$ cat src/rtl/core_launch_master.sv
// AXI4-Lite master that runs the core controller launch sequence from fabric.
// Ports:
//   M_AXI_ACLK / M_AXI_ARSTN : clock, synchronous active-low reset
//   START, MEM_ADDR          : launch request and program address
//   BUSY, DONE, ERROR        : sequence status back to the requester
//   M_AXI_AW*/W*/B*/AR*/R*   : AXI4-Lite master channels to the controller
module core_launch_master #(
    parameter int C_M_AXI_ADDR_WIDTH = 16,
    parameter int C_M_AXI_DATA_WIDTH = 32,
    parameter logic [C_M_AXI_ADDR_WIDTH-1:0] C_BASE_ADDR = 16'h0000,
    parameter int C_POLL_INTERVAL = 16,
    parameter int C_POLL_LIMIT = 1000000
) (
    input  logic                            M_AXI_ACLK,
    input  logic                            M_AXI_ARSTN,
    input  logic                            START,
    input  logic [31:0]                     MEM_ADDR,
    output logic                            BUSY,
    output logic                            DONE,
    output logic                            ERROR,
    output logic [C_M_AXI_ADDR_WIDTH-1:0]   M_AXI_AWADDR,
    output logic [2:0]                      M_AXI_AWPROT,
    output logic                            M_AXI_AWVALID,
    input  logic                            M_AXI_AWREADY,
    output logic [C_M_AXI_DATA_WIDTH-1:0]   M_AXI_WDATA,
    output logic [C_M_AXI_DATA_WIDTH/8-1:0] M_AXI_WSTRB,
    output logic                            M_AXI_WVALID,
    input  logic                            M_AXI_WREADY,
    input  logic [1:0]                      M_AXI_BRESP,
    input  logic                            M_AXI_BVALID,
    output logic                            M_AXI_BREADY,
    output logic [C_M_AXI_ADDR_WIDTH-1:0]   M_AXI_ARADDR,
    output logic [2:0]                      M_AXI_ARPROT,
    output logic                            M_AXI_ARVALID,
    input  logic                            M_AXI_ARREADY,
    input  logic [C_M_AXI_DATA_WIDTH-1:0]   M_AXI_RDATA,
    input  logic [1:0]                      M_AXI_RRESP,
    input  logic                            M_AXI_RVALID,
    output logic                            M_AXI_RREADY
);

    localparam int AW = C_M_AXI_ADDR_WIDTH;
    localparam int DW = C_M_AXI_DATA_WIDTH;

    localparam logic [2:0] S_IDLE    = 3'd0;
    localparam logic [2:0] S_WR_ADDR = 3'd1;
    localparam logic [2:0] S_WR_RESP = 3'd2;
    localparam logic [2:0] S_RD_ADDR = 3'd3;
    localparam logic [2:0] S_RD_RESP = 3'd4;
    localparam logic [2:0] S_WAIT    = 3'd5;
    localparam logic [2:0] S_FIN     = 3'd6;

    localparam logic [2:0] ST_POLL = 3'd4;
    localparam logic [2:0] ST_EXEC0 = 3'd5;

    logic [2:0]  state;
    logic [2:0]  step;
    logic        aw_done;
    logic        w_done;
    logic [31:0] mem_q;
    logic [31:0] poll_cnt;
    logic [31:0] wait_cnt;
    logic        error_q;

    logic [AW-1:0] wr_off;
    logic [31:0]   wr_val;
    logic          aw_hs;
    logic          w_hs;
    logic          aw_ok;
    logic          w_ok;
    logic [31:0]   poll_nxt;
    logic          limit_hit;
    logic          wait_last;
    logic          unused_rdata;

    // Register offset and payload for the write issued at each step.
    always_comb begin
        wr_off = '0;
        wr_val = '0;
        case (step)
            3'd0: wr_val = 32'd1;
            3'd2: begin
                wr_off = AW'(8);
                wr_val = mem_q;
            end
            3'd3: begin
                wr_off = AW'(4);
                wr_val = 32'd1;
            end
            3'd5: wr_off = AW'(4);
            default: ;
        endcase
    end

    assign M_AXI_AWVALID = (state == S_WR_ADDR) && !aw_done;
    assign M_AXI_WVALID  = (state == S_WR_ADDR) && !w_done;
    assign M_AXI_BREADY  = (state == S_WR_RESP);
    assign M_AXI_ARVALID = (state == S_RD_ADDR);
    assign M_AXI_RREADY  = (state == S_RD_RESP);

    // Payload buses are forced low outside their phase so reset reads as 0.
    assign M_AXI_AWADDR = (state == S_WR_ADDR) ? C_BASE_ADDR + wr_off : '0;
    assign M_AXI_WDATA  = (state == S_WR_ADDR) ? DW'(wr_val) : '0;
    assign M_AXI_ARADDR = (state == S_RD_ADDR) ? C_BASE_ADDR + AW'(12) : '0;
    assign M_AXI_AWPROT = 3'b000;
    assign M_AXI_ARPROT = 3'b000;
    assign M_AXI_WSTRB  = '1;

    assign BUSY  = (state != S_IDLE) && (state != S_FIN);
    assign DONE  = (state == S_FIN);
    assign ERROR = error_q;

    assign aw_hs = M_AXI_AWVALID && M_AXI_AWREADY;
    assign w_hs  = M_AXI_WVALID && M_AXI_WREADY;
    assign aw_ok = aw_done || aw_hs;
    assign w_ok  = w_done || w_hs;

    assign poll_nxt  = poll_cnt + 32'd1;
    assign limit_hit = (C_POLL_LIMIT != 0) && (poll_nxt == 32'(C_POLL_LIMIT));
    assign wait_last = (wait_cnt == 32'(C_POLL_INTERVAL - 1));

    assign unused_rdata = ^M_AXI_RDATA[DW-1:1];

    always_ff @(posedge M_AXI_ACLK) begin
        if (!M_AXI_ARSTN) begin
            state    <= S_IDLE;
            step     <= 3'd0;
            aw_done  <= 1'b0;
            w_done   <= 1'b0;
            mem_q    <= '0;
            poll_cnt <= '0;
            wait_cnt <= '0;
            error_q  <= 1'b0;
        end else begin
            unique case (state)
                S_IDLE: begin
                    if (START) begin
                        mem_q   <= MEM_ADDR;
                        error_q <= 1'b0;
                        step    <= 3'd0;
                        aw_done <= 1'b0;
                        w_done  <= 1'b0;
                        state   <= S_WR_ADDR;
                    end
                end
                S_WR_ADDR: begin
                    aw_done <= aw_ok;
                    w_done  <= w_ok;
                    if (aw_ok && w_ok) begin
                        aw_done <= 1'b0;
                        w_done  <= 1'b0;
                        state   <= S_WR_RESP;
                    end
                end
                S_WR_RESP: begin
                    if (M_AXI_BVALID) begin
                        if (M_AXI_BRESP != 2'b00) begin
                            error_q <= 1'b1;
                            state   <= S_FIN;
                        end else if (step == ST_EXEC0) begin
                            state <= S_FIN;
                        end else if (step == 3'd3) begin
                            step     <= ST_POLL;
                            poll_cnt <= '0;
                            state    <= S_RD_ADDR;
                        end else begin
                            step  <= step + 3'd1;
                            state <= S_WR_ADDR;
                        end
                    end
                end
                S_RD_ADDR: begin
                    if (M_AXI_ARREADY) begin
                        state <= S_RD_RESP;
                    end
                end
                S_RD_RESP: begin
                    if (M_AXI_RVALID) begin
                        // Any exit from polling still clears exec.
                        if (M_AXI_RRESP != 2'b00) begin
                            error_q <= 1'b1;
                            step    <= ST_EXEC0;
                            state   <= S_WR_ADDR;
                        end else if (M_AXI_RDATA[0]) begin
                            step  <= ST_EXEC0;
                            state <= S_WR_ADDR;
                        end else begin
                            poll_cnt <= poll_nxt;
                            if (limit_hit) begin
                                error_q <= 1'b1;
                                step    <= ST_EXEC0;
                                state   <= S_WR_ADDR;
                            end else begin
                                wait_cnt <= '0;
                                state    <= S_WAIT;
                            end
                        end
                    end
                end
                S_WAIT: begin
                    wait_cnt <= wait_cnt + 32'd1;
                    if (wait_last) begin
                        state <= S_RD_ADDR;
                    end
                end
                S_FIN: begin
                    state <= S_IDLE;
                end
                default: begin
                    state <= S_IDLE;
                end
            endcase
        end
    end

endmodule

$ cat config.mk
export PLATFORM = sky130hd
export DESIGN_NAME = core_launch_master
export DESIGN_NICKNAME = d
export VERILOG_FILES = /design/src/rtl/core_launch_master.sv
export SDC_FILE = /design/constraint.sdc
export NUM_CORES = 1
export LEC_CHECK = 0
export BUFFER_PORTS_ARGS = -buffer_cell sky130_fd_sc_hd__buf_4
export CAP_MARGIN = 20
export CORE_ASPECT_RATIO = 1.25
export CORE_MARGIN = 3
export CORE_UTILIZATION = 40
export DETAILED_ROUTE_END_ITERATION = 10
export GPL_TIMING_DRIVEN = 0
export PLACE_DENSITY = 0.59
export SLEW_MARGIN = 25
export SYNTH_ARGS = -nofsm -noshare
export SYNTH_HDL_FRONTEND = slang
export SYNTH_SLANG_ARGS = --single-unit
$ cat constraint.sdc
create_clock -name M_AXI_ACLK -period 7.5 [get_ports M_AXI_ACLK]
set_clock_uncertainty 0.15 [all_clocks]
set_input_delay 2.25 -clock M_AXI_ACLK [delete_from_list [all_inputs] [get_ports M_AXI_ACLK]]
set_output_delay 2.25 -clock M_AXI_ACLK [all_outputs]
set_load 0.05 [all_outputs]
Yosys cells after proc, flatten, opt, wreduce, memory -nomap -nowiden
Cells that the tools add are included.
{"block": "totals", "latch_bits": 0, "input_bits": 76, "rom_bits": 0, "mem_bits_rw": 0, "elab_cells": 120, "out_inout_bits": 82, "regBits": 105, "n_memories": 0}
{"block": "classes", "eq_ne": 28, "reduce_logical": 28, "shift": 0, "n_mul": 0, "div": 0, "n_bitwise": 0, "n_lt_le_gt_ge": 0, "n_mux": 53, "n_addsub": 3}
{"cell": "32-bit two-way mux", "count": 12}
{"cell": "32-bit one-hot mux with 2 select lines", "count": 3}
{"cell": "32-bit by 1-bit adder with 32-bit output, second input constant", "count": 2}
{"cell": "3-bit two-way mux", "count": 20}
{"cell": "32-bit by 20-bit equality test with 1-bit output, second input constant", "count": 1}
{"cell": "32-bit by 4-bit equality test with 1-bit output, second input constant", "count": 1}
{"cell": "2-bit inequality test, second input constant", "count": 9}
{"cell": "3-bit one-hot mux with 6 select lines", "count": 1}
{"cell": "16-bit two-way mux", "count": 1}
{"cell": "7-bit AND reduction", "count": 2}
{"cell": "3-bit by 2-bit equality test with 1-bit output, second input constant", "count": 4}
{"cell": "3-bit equality test, second input constant", "count": 4}
{"cell": "2-bit nonzero test", "count": 5}
{"cell": "1-bit two-way mux", "count": 9}
{"cell": "3-bit one-hot mux with 3 select lines", "count": 1}
{"cell": "2-bit by 1-bit inequality test with 1-bit output, second input constant", "count": 4}
{"cell": "4-bit one-hot mux with 2 select lines", "count": 1}
{"cell": "8-bit AND reduction", "count": 1}
{"cell": "1-bit logical AND", "count": 6}
{"cell": "3-bit zero test", "count": 2}
{"cell": "6-bit AND reduction", "count": 1}
{"cell": "3-bit nonzero test", "count": 2}
{"cell": "5-bit AND reduction", "count": 1}
{"cell": "4-bit two-way mux", "count": 1}
{"cell": "other kinds (13)", "count": 18}

Logic depth before layout (Yosys ltp)
Gate-level depths: netlist of the first run.
{"block": "depth", "depth_word": 7, "mapped_depth": 13, "depth_no_buf": 10}

Worst setup path before layout of the first run
Ideal clock, no wire load.
{"block": "synth_timing", "path_type": "reg-to-output", "from": "register state[0]", "to": "output port M_AXI_WDATA[22]", "arrival_time_ns": 2.089, "required_ns": 5.100, "path_slack_ns": 3.011, "n_path_buf": 1, "path_stages_with_launch": 6, "cell_sequence": "dfxtp_1 -> inv_1 -> nor3_1 -> and3_1 -> clkbuf_1 -> and2_1"}
{"block": "synth_via", "elab_chain_cells": 2}
{"element": "start, declared", "line": "56", "text": "logic [2:0] state;"}
{"element": "start signal, assigned", "line": "126", "text": "state <= S_IDLE;"}
{"element": "start signal, assigned", "line": "143", "text": "state <= S_WR_ADDR;"}
{"element": "start signal, assigned", "line": "152", "text": "state <= S_WR_RESP;"}
{"element": "3-bit by 1-bit equality test with 1-bit output", "line": "103", "text": "assign M_AXI_WDATA = (state == S_WR_ADDR) ? DW'(wr_val) : '0;"}
{"element": "32-bit two-way mux", "line": "103"}
{"element": "end, declared", "line": "25", "text": "output logic [C_M_AXI_DATA_WIDTH-1:0] M_AXI_WDATA,"}
Every way passes these cells.

Worst setup path after layout of the first run
{"block": "layout_timing", "from": "register state[0]", "to": "output port M_AXI_WDATA[29]"}
The elaborated chain is that of the path after synthesis.

==> metrics.json, run 1 <==
{
  "run_status": {
    "outcome": "complete, no violations"
  },
  "floorplanning": {
    "die_x_um": 116,
    "floorplan.core_area_mm2": 0.0147,
    "floorplan.rows": 49,
    "io_pins": 158,
    "initial_utilization": 0.416,
    "chipHeight_um": 144,
    "fp.dieArea_mm2": 0.0168
  },
  "critical_path": {
    "crit_path_start": "state[0]",
    "worstSetupStartpointType": "flop",
    "critical_path_required_ns": 5.10,
    "critical_path_class": "reg2out",
    "cell_with_the_largest_stage_delay_on_the_worst_path": "sky130_fd_sc_hd__dfxtp_1",
    "cp_max_fo": 10,
    "critPathCaptureType": "output port",
    "crit-reg2reg-capture": "wait_cnt[31]",
    "critical-path-top-delay-family": "simple AND/OR/NAND/NOR gates",
    "cp_cell_sequence": "inv_1 > nor3_1 > and3_1 > clkbuf_1 > and2_1 > buf_4",
    "critical-path-max-stage-delay_ns": 0.43,
    "timing.critical_path.to": "M_AXI_WDATA[29]",
    "reg_to_reg_setup_timing_slack_ns": 3.91,
    "cell_depth_of_the_worst_flop_to_flop_path": 12,
    "crit_buf_inv": 3,
    "r2r_start": "poll_cnt[1]",
    "path_depth": 6,
    "worst_ep_arrival_time_ns": 2.33
  },
  "final_layout": {
    "antenna_cells": 0,
    "syn_to_final_growth_pct": 22.4,
    "multi_input_area_mm2": 0.00357,
    "fill_cells": 1501,
    "design.final.nets": 1049,
    "drive_gt1_frac": 0.173,
    "sequential_cell_area_mm2": 0.00210,
    "final_core_util": 0.509,
    "final_design_area_no_fill_mm2": 0.00746
  },
  "timing": {
    "fin_setup_tns_ns": 0,
    "layout_setup_ws_ns": 2.77,
    "max_clock_freq_mhz": 211,
    "timing.max_slew.rel_slack": 0.523,
    "hold_violations": 0,
    "finalCritPeriodShare": 0.631,
    "rsz0062_at_grt": "no",
    "worst-slew-pin-transition_ns": 0.715,
    "timing.final.max_slew_violations": 0,
    "min_period_ns": 4.73,
    "setup_viol": 0
  },
  "pwr": {
    "vdd_drop_max_mv": 0.0975,
    "netSwitchingFraction": 0.348,
    "clkPwrFrac": 0.324,
    "p_comb_frac": 0.299,
    "net-switching-power_mw": 0.594,
    "p_int_mw": 1.11,
    "leakagePower_nw": 2.99,
    "power.sequential.fraction": 0.377,
    "power_density_mw_per_mm2": 229
  },
  "route": {
    "route.met2.wl_mm": 8.61,
    "route.detailed.drc": 0,
    "routed-via-count": 6037,
    "topRoutingLayerUsed": "met4",
    "postRouteAntennaNets": 0,
    "met3WireLength_um": 974,
    "wl_met1_mm": 7.46,
    "routedWlPerCell_um": 15.2,
    "first_iter_violations": 327,
    "detail_route.wirelength_mm": 17.5,
    "drtPass1Iterations": 6,
    "drt-vias-per-instance": 5.26
  },
  "global_route": {
    "pin_count_of_the_biggest_net_entering_global_routing": 17,
    "grt_first_pass_wirelength_mm": 27.5,
    "grt_pass1_vias": 5502,
    "globalRouteOverflowTotal": 0,
    "grt_use_total": 0.206,
    "initial_antenna_violation_count": 0
  },
  "logic_synthesis": {
    "async_set_reset_flop_share_out_of_synthesis": 0,
    "netlist_instances": 830,
    "post-synth-top-area-cell": "sky130_fd_sc_hd__dfxtp_1",
    "synth.yosys.seq_area_share": 0.345,
    "synth_area_leaders": "sky130_fd_sc_hd__dfxtp_1 34%, sky130_fd_sc_hd__nand2_1 7.3%, sky130_fd_sc_hd__a21oi_1 6.7%",
    "synth_most_common_cell": "sky130_fd_sc_hd__nand2_1",
    "synth.lib_cells_used.distinct": 59,
    "yosysTopAreaCellShare": 0.345,
    "synth_enable_flop_cells": 0,
    "ys.warnings.count": 0,
    "postSynth.topFlopCell": "sky130_fd_sc_hd__dfxtp_1",
    "summed_instance_area_of_the_synthesized_netlist_mm2": 0.00610,
    "ranking_of_synthesized_cells_by_instance_count": "118 x sky130_fd_sc_hd__nand2_1, 105 x sky130_fd_sc_hd__dfxtp_1, 84 x sky130_fd_sc_hd__nor2_1",
    "syn_area_per_cell_um2": 7.35,
    "ys_ff_latch": 105
  },
  "clock_tree": {
    "htreeDepth": 3,
    "max-clock-path-buffers": 2,
    "tritoncts_num_sinks": 105,
    "numCtsBuffers": 9,
    "cts.repair.resized": 0,
    "clk_latency_ns": 0.36,
    "postCtsSetupBuffers": 0,
    "cts-hold-fix-buffers": 0,
    "cts_root_buffer": "sky130_fd_sc_hd__clkbuf_16",
    "worst_setup_hold_path_clk_slew_ns": 0.06,
    "tritoncts": "yes"
  },
  "placement": {
    "place.port_buffers": 88,
    "dp_hpwl_mm": 13.0,
    "place_worst_setup_slack_ns": 2.87,
    "dpl_cell_area_mm2": 0.00712,
    "finalWeightedCongestion": 0.876
  },
  "hold_path": {
    "worst_hold_path_type": "reg2reg"
  },
  "flow_run": {
    "cap_viol_max_count": 0
  }
}
-- cell usage in the layout, fill, tap and decap left out, types with 12 or more instances in the layout --
cell                       count
sky130_fd_sc_hd__nand2_1     118
sky130_fd_sc_hd__nor4_1       12
sky130_fd_sc_hd__nand4_1      20
sky130_fd_sc_hd__a21oi_1      82
sky130_fd_sc_hd__clkbuf_1     34
sky130_fd_sc_hd__o21ai_0      39
sky130_fd_sc_hd__or3_1        12
sky130_fd_sc_hd__nor2_1       84
sky130_fd_sc_hd__nand3_1      32
sky130_fd_sc_hd__conb_1       38
sky130_fd_sc_hd__buf_4       129
sky130_fd_sc_hd__and3_1       20
sky130_fd_sc_hd__xnor2_1      14
sky130_fd_sc_hd__dfxtp_1     105
sky130_fd_sc_hd__and2_1       42
sky130_fd_sc_hd__nor3_1       22
sky130_fd_sc_hd__inv_1        13
-- routing by layer --
metal | GRT usage | up-vias
met5 | 0 | -
met2 | 0.354 | 179
li1 | - | 3091
met4 | 0.0733 | 0
met1 | 0.256 | 2738
met3 | 0.0389 | 29
-- worst reg2reg max path, cell delays in order (launching register included) --
cell and delay [ns]:
sky130_fd_sc_hd__dfxtp_1 0.48, sky130_fd_sc_hd__ha_1 0.19, sky130_fd_sc_hd__buf_2 0.19, sky130_fd_sc_hd__nand4_1 0.25, sky130_fd_sc_hd__nor4_4 0.62, sky130_fd_sc_hd__nand4_1 0.27
sky130_fd_sc_hd__xnor2_1 0.18, sky130_fd_sc_hd__a211oi_1 0.33, sky130_fd_sc_hd__and4_1 0.25, sky130_fd_sc_hd__buf_4 0.17, sky130_fd_sc_hd__o21ai_2 0.10, sky130_fd_sc_hd__buf_2 0.21
sky130_fd_sc_hd__nor2_1 0.13
-- final cells by class --
type	instances	area share
sequential	105	0.282
tap	178	0.0298
buffer	88	0.0686
multi-input combinational	660	0.479
clock inverter	4	0.0132
inverter	13	0.00654
clock buffer	12	0.0330
timing repair buffer	88	0.0885
-- power groups by stage --
stage	combinational [mW]	sequential [mW]	clock, mW
5_1_grt	0.565	0.650	0.591
6_report	0.509	0.643	0.554
3_3_place_gp	0.513	0.655	0
3_5_place_dp	0.512	0.656	0
2_1_floorplan	0.370	0.657	0
4_1_cts	0.513	0.643	0.564
-- worst min-delay path by stage --
| stage | depth (start not counted) | startpoint | end |
|---|---|---|---|
| floorplan | 2 | mem_q[10] | mem_q[10] |
| global placement | 2 | mem_q[21] | mem_q[21] |
| detailed placement | 2 | mem_q[22] | mem_q[22] |
| CTS | 2 | mem_q[8] | mem_q[8] |
| global route | 2 | mem_q[7] | mem_q[7] |
| finish | 2 | mem_q[8] | mem_q[8] |
-- registers in the layout (all words and copies together) (netlist names) --
register  flops
mem_q        32
poll_cnt     32
wait_cnt     32
state         3
step          3
ERROR         1
aw_done       1
w_done        1
-- stage by stage --
step	std cells	hold slack [ns]	total power, mW
6_report	1148	0.300	1.71
3_3_place_gp	1132	0.288	1.17
4_1_cts	1148	0.303	1.72
3_5_place_dp	1132	0.293	1.17
2_1_floorplan	866	0.282	1.03
5_1_grt	1148	0.318	1.81
-- logic make-up after synthesis --
family | after synthesis | synth area share
and+or+nand+nor | 408 | 0.339
adders and majority gates | 8 | 0.0164
muxes | 1 | 0.00164
AOI/OAI and AO/OA | 182 | 0.172
DFF | 105 | 0.345
xor gates and xnor gates | 23 | 0.0330
other | 2 | 0.00123
buffers and inverters | 101 | 0.0919
No activity file was read; power rests on OpenSTA's default activity.
==> inputs of run 2 (changes only) <==
--- a/config.mk
+++ b/config.mk
@@ -12,7 +12,7 @@
 export CORE_UTILIZATION = 40
 export DETAILED_ROUTE_END_ITERATION = 10
 export GPL_TIMING_DRIVEN = 0
-export PLACE_DENSITY = 0.59
+export PLACE_DENSITY = 0.62
 export SLEW_MARGIN = 25
 export SYNTH_ARGS = -nofsm -noshare
 export SYNTH_HDL_FRONTEND = slang
==> constraint.sdc (replaced) <==
create_clock -name M_AXI_ACLK -period 4.19 [get_ports M_AXI_ACLK]
set_clock_uncertainty 0.15 [all_clocks]
set_input_delay 1.257 -clock M_AXI_ACLK [delete_from_list [all_inputs] [get_ports M_AXI_ACLK]]
set_output_delay 1.257 -clock M_AXI_ACLK [all_outputs]
set_load 0.05 [all_outputs]
==> run 2 against run 1 <==
Against the previous run:
- clock power rose by 62%
- worst hold slack worse by 0.00062 ns
- register-to-register slack got worse by 3.3 ns
- die area stayed put
- total power is 74% higher
- non-clock buffer count did not move
- utilization decreased by 0.24 points
- flip-flop and latch count unchanged
- combinational power rose by 79%
- cell count is essentially flat
- setup slack worse by 2.3 ns
- sequential share of layout area up 0.13 points
==> metrics.json, run 2 (synthesized netlist as in run 1, its figures left out) <==
{
  "critical_path": {
    "critical_path_required_ns": 2.78,
    "worstSetupStartpointType": "flop",
    "critPathCaptureType": "output port",
    "cp_max_fo": 10,
    "critical_path_class": "reg2out",
    "worst_ep_arrival_time_ns": 2.30
  },
  "final_layout": {
    "largestRegisters": "mem_q x32, poll_cnt x32, wait_cnt x32",
    "multi_input_area_mm2": 0.00357,
    "design.final.nets": 1049,
    "fill_cells": 1519,
    "sequential_cell_area_mm2": 0.00210,
    "final_core_util": 0.507,
    "antenna_cells": 0,
    "drive_gt1_frac": 0.173,
    "syn_to_final_growth_pct": 21.8,
    "layout_common_cells": "129 x sky130_fd_sc_hd__buf_4, 118 x sky130_fd_sc_hd__nand2_1, 105 x sky130_fd_sc_hd__dfxtp_1",
    "mostFrequentLayoutCell": "sky130_fd_sc_hd__buf_4"
  },
  "placement": {
    "finalWeightedCongestion": 0.872,
    "dp_hpwl_mm": 12.6,
    "place_worst_setup_slack_ns": 0.545,
    "place.port_buffers": 88
  },
  "clock_tree": {
    "worst_setup_hold_path_clk_slew_ns": 0.07,
    "tritoncts_num_sinks": 105,
    "htreeDepth": 3,
    "cts.repair.resized": 0,
    "max-clock-path-buffers": 2,
    "clk_latency_ns": 0.35,
    "postCtsSetupBuffers": 0,
    "numCtsBuffers": 9,
    "cts-hold-fix-buffers": 0,
    "tritoncts": "yes",
    "cts_root_buffer": "sky130_fd_sc_hd__clkbuf_16"
  },
  "timing": {
    "layout_setup_ws_ns": 0.487,
    "hold_violations": 0,
    "timing.final.max_slew_violations": 0,
    "fin_setup_tns_ns": 0,
    "timing.max_slew.rel_slack": 0.555,
    "setup_viol": 0,
    "worst-slew-pin-transition_ns": 0.667,
    "max_clock_freq_mhz": 270,
    "min_period_ns": 3.70,
    "rsz0062_at_grt": "no",
    "finalCritPeriodShare": 0.884
  },
  "pwr": {
    "power_density_mw_per_mm2": 399,
    "net-switching-power_mw": 1.05,
    "vdd_drop_max_mv": 0.255,
    "netSwitchingFraction": 0.355,
    "power.sequential.fraction": 0.389,
    "report.power.total_mw": 2.96,
    "clkPwrFrac": 0.303,
    "p_int_mw": 1.91,
    "p_comb_frac": 0.308,
    "leakagePower_nw": 2.98
  },
  "floorplanning": {
    "floorplan.core_area_mm2": 0.0147,
    "fp.dieArea_mm2": 0.0168,
    "die_x_um": 116,
    "io_pins": 158,
    "initial_utilization": 0.416,
    "floorplan.rows": 49,
    "chipHeight_um": 144
  },
  "global_route": {
    "grt_use_total": 0.201,
    "grt_pass1_vias": 5332,
    "pin_count_of_the_biggest_net_entering_global_routing": 17,
    "initial_antenna_violation_count": 0,
    "grt_first_pass_wirelength_mm": 27.0,
    "globalRouteOverflowTotal": 0
  },
  "route": {
    "routed-via-count": 5960,
    "drt-vias-per-instance": 5.20,
    "detail_route.wirelength_mm": 17.0,
    "route.detailed.drc": 0,
    "wl_met1_mm": 7.60,
    "first_iter_violations": 338,
    "drtPass1Iterations": 5,
    "postRouteAntennaNets": 0,
    "routedWlPerCell_um": 14.8,
    "topRoutingLayerUsed": "met4",
    "met3WireLength_um": 776,
    "route.met2.wl_mm": 8.17
  },
  "flow_run": {
    "cap_viol_max_count": 0
  },
  "hold_path": {
    "worst_hold_path_type": "reg2reg"
  },
  "run_status": {
    "outcome": "complete, no violations"
  }
}
-- run 2: cell types whose count changed in the layout (fill, tap and decap cells not counted), sizes merged --
| cell | before | now |
|---|---|---|
| clkinv | 0 | 2 |
| clkinvlp | 0 | 1 |
| clkbuf | 45 | 43 |
| inv | 14 | 13 |
| bufinv | 3 | 2 |
-- run 2: final timing paths --
path	from	to	slack, ns	cells past startpoint
min	mem_q[6]	mem_q[6]	0.30	2
max reg2reg	poll_cnt[0]	wait_cnt[0]	0.58	12
max	state[0]	M_AXI_WDATA[18]	0.49	6
min reg2reg	mem_q[6]	mem_q[6]	0.30	2
-- run 2: metrics by stage --
| step | hold slack, ns | cells | instance area [µm²] |
|---|---|---|---|
| after floorplan | 0.282 | 866 | 6240 |
| after global placement | 0.287 | 1132 | 7120 |
| after detailed placement | 0.292 | 1132 | 7120 |
| after CTS | 0.303 | 1147 | 7430 |
| after global routing | 0.318 | 1147 | 7430 |
| final | 0.299 | 1147 | 7430 |
-- run 2: final cells by class --
cell class	count	share of cell area
clock inverters	5	0.0109
repair buffers	88	0.0889
well taps	178	0.0300
inverters	13	0.00657
plain buffers	88	0.0689
clock buffers	10	0.0308
flip-flops and latches	105	0.283
multi-input cells	660	0.481
-- run 2: power by group through the flow --
stage	clock [mW]	combinational [mW]	sequential (mW)
after global placement	0	0.913	1.17
after detailed placement	0	0.915	1.18
after global routing	0.967	1.00	1.17
after floorplan	0	0.663	1.18
final	0.898	0.911	1.15
after CTS	0.927	0.916	1.15
-- run 2: per-layer routing --
layer,up-vias,track usage
met5,-,0
met2,141,0.342
met4,0,0.0812
li1,3099,-
met1,2693,0.256
met3,27,0.0268
-- run 2: worst max-delay path: stages (launching register included) --
cell	delay, ns
sky130_fd_sc_hd__dfxtp_1	0.44
sky130_fd_sc_hd__inv_1	0.17
sky130_fd_sc_hd__nor3_1	0.31
sky130_fd_sc_hd__and3_1	0.31
sky130_fd_sc_hd__clkbuf_1	0.31
sky130_fd_sc_hd__and2_1	0.20
sky130_fd_sc_hd__buf_4	0.20
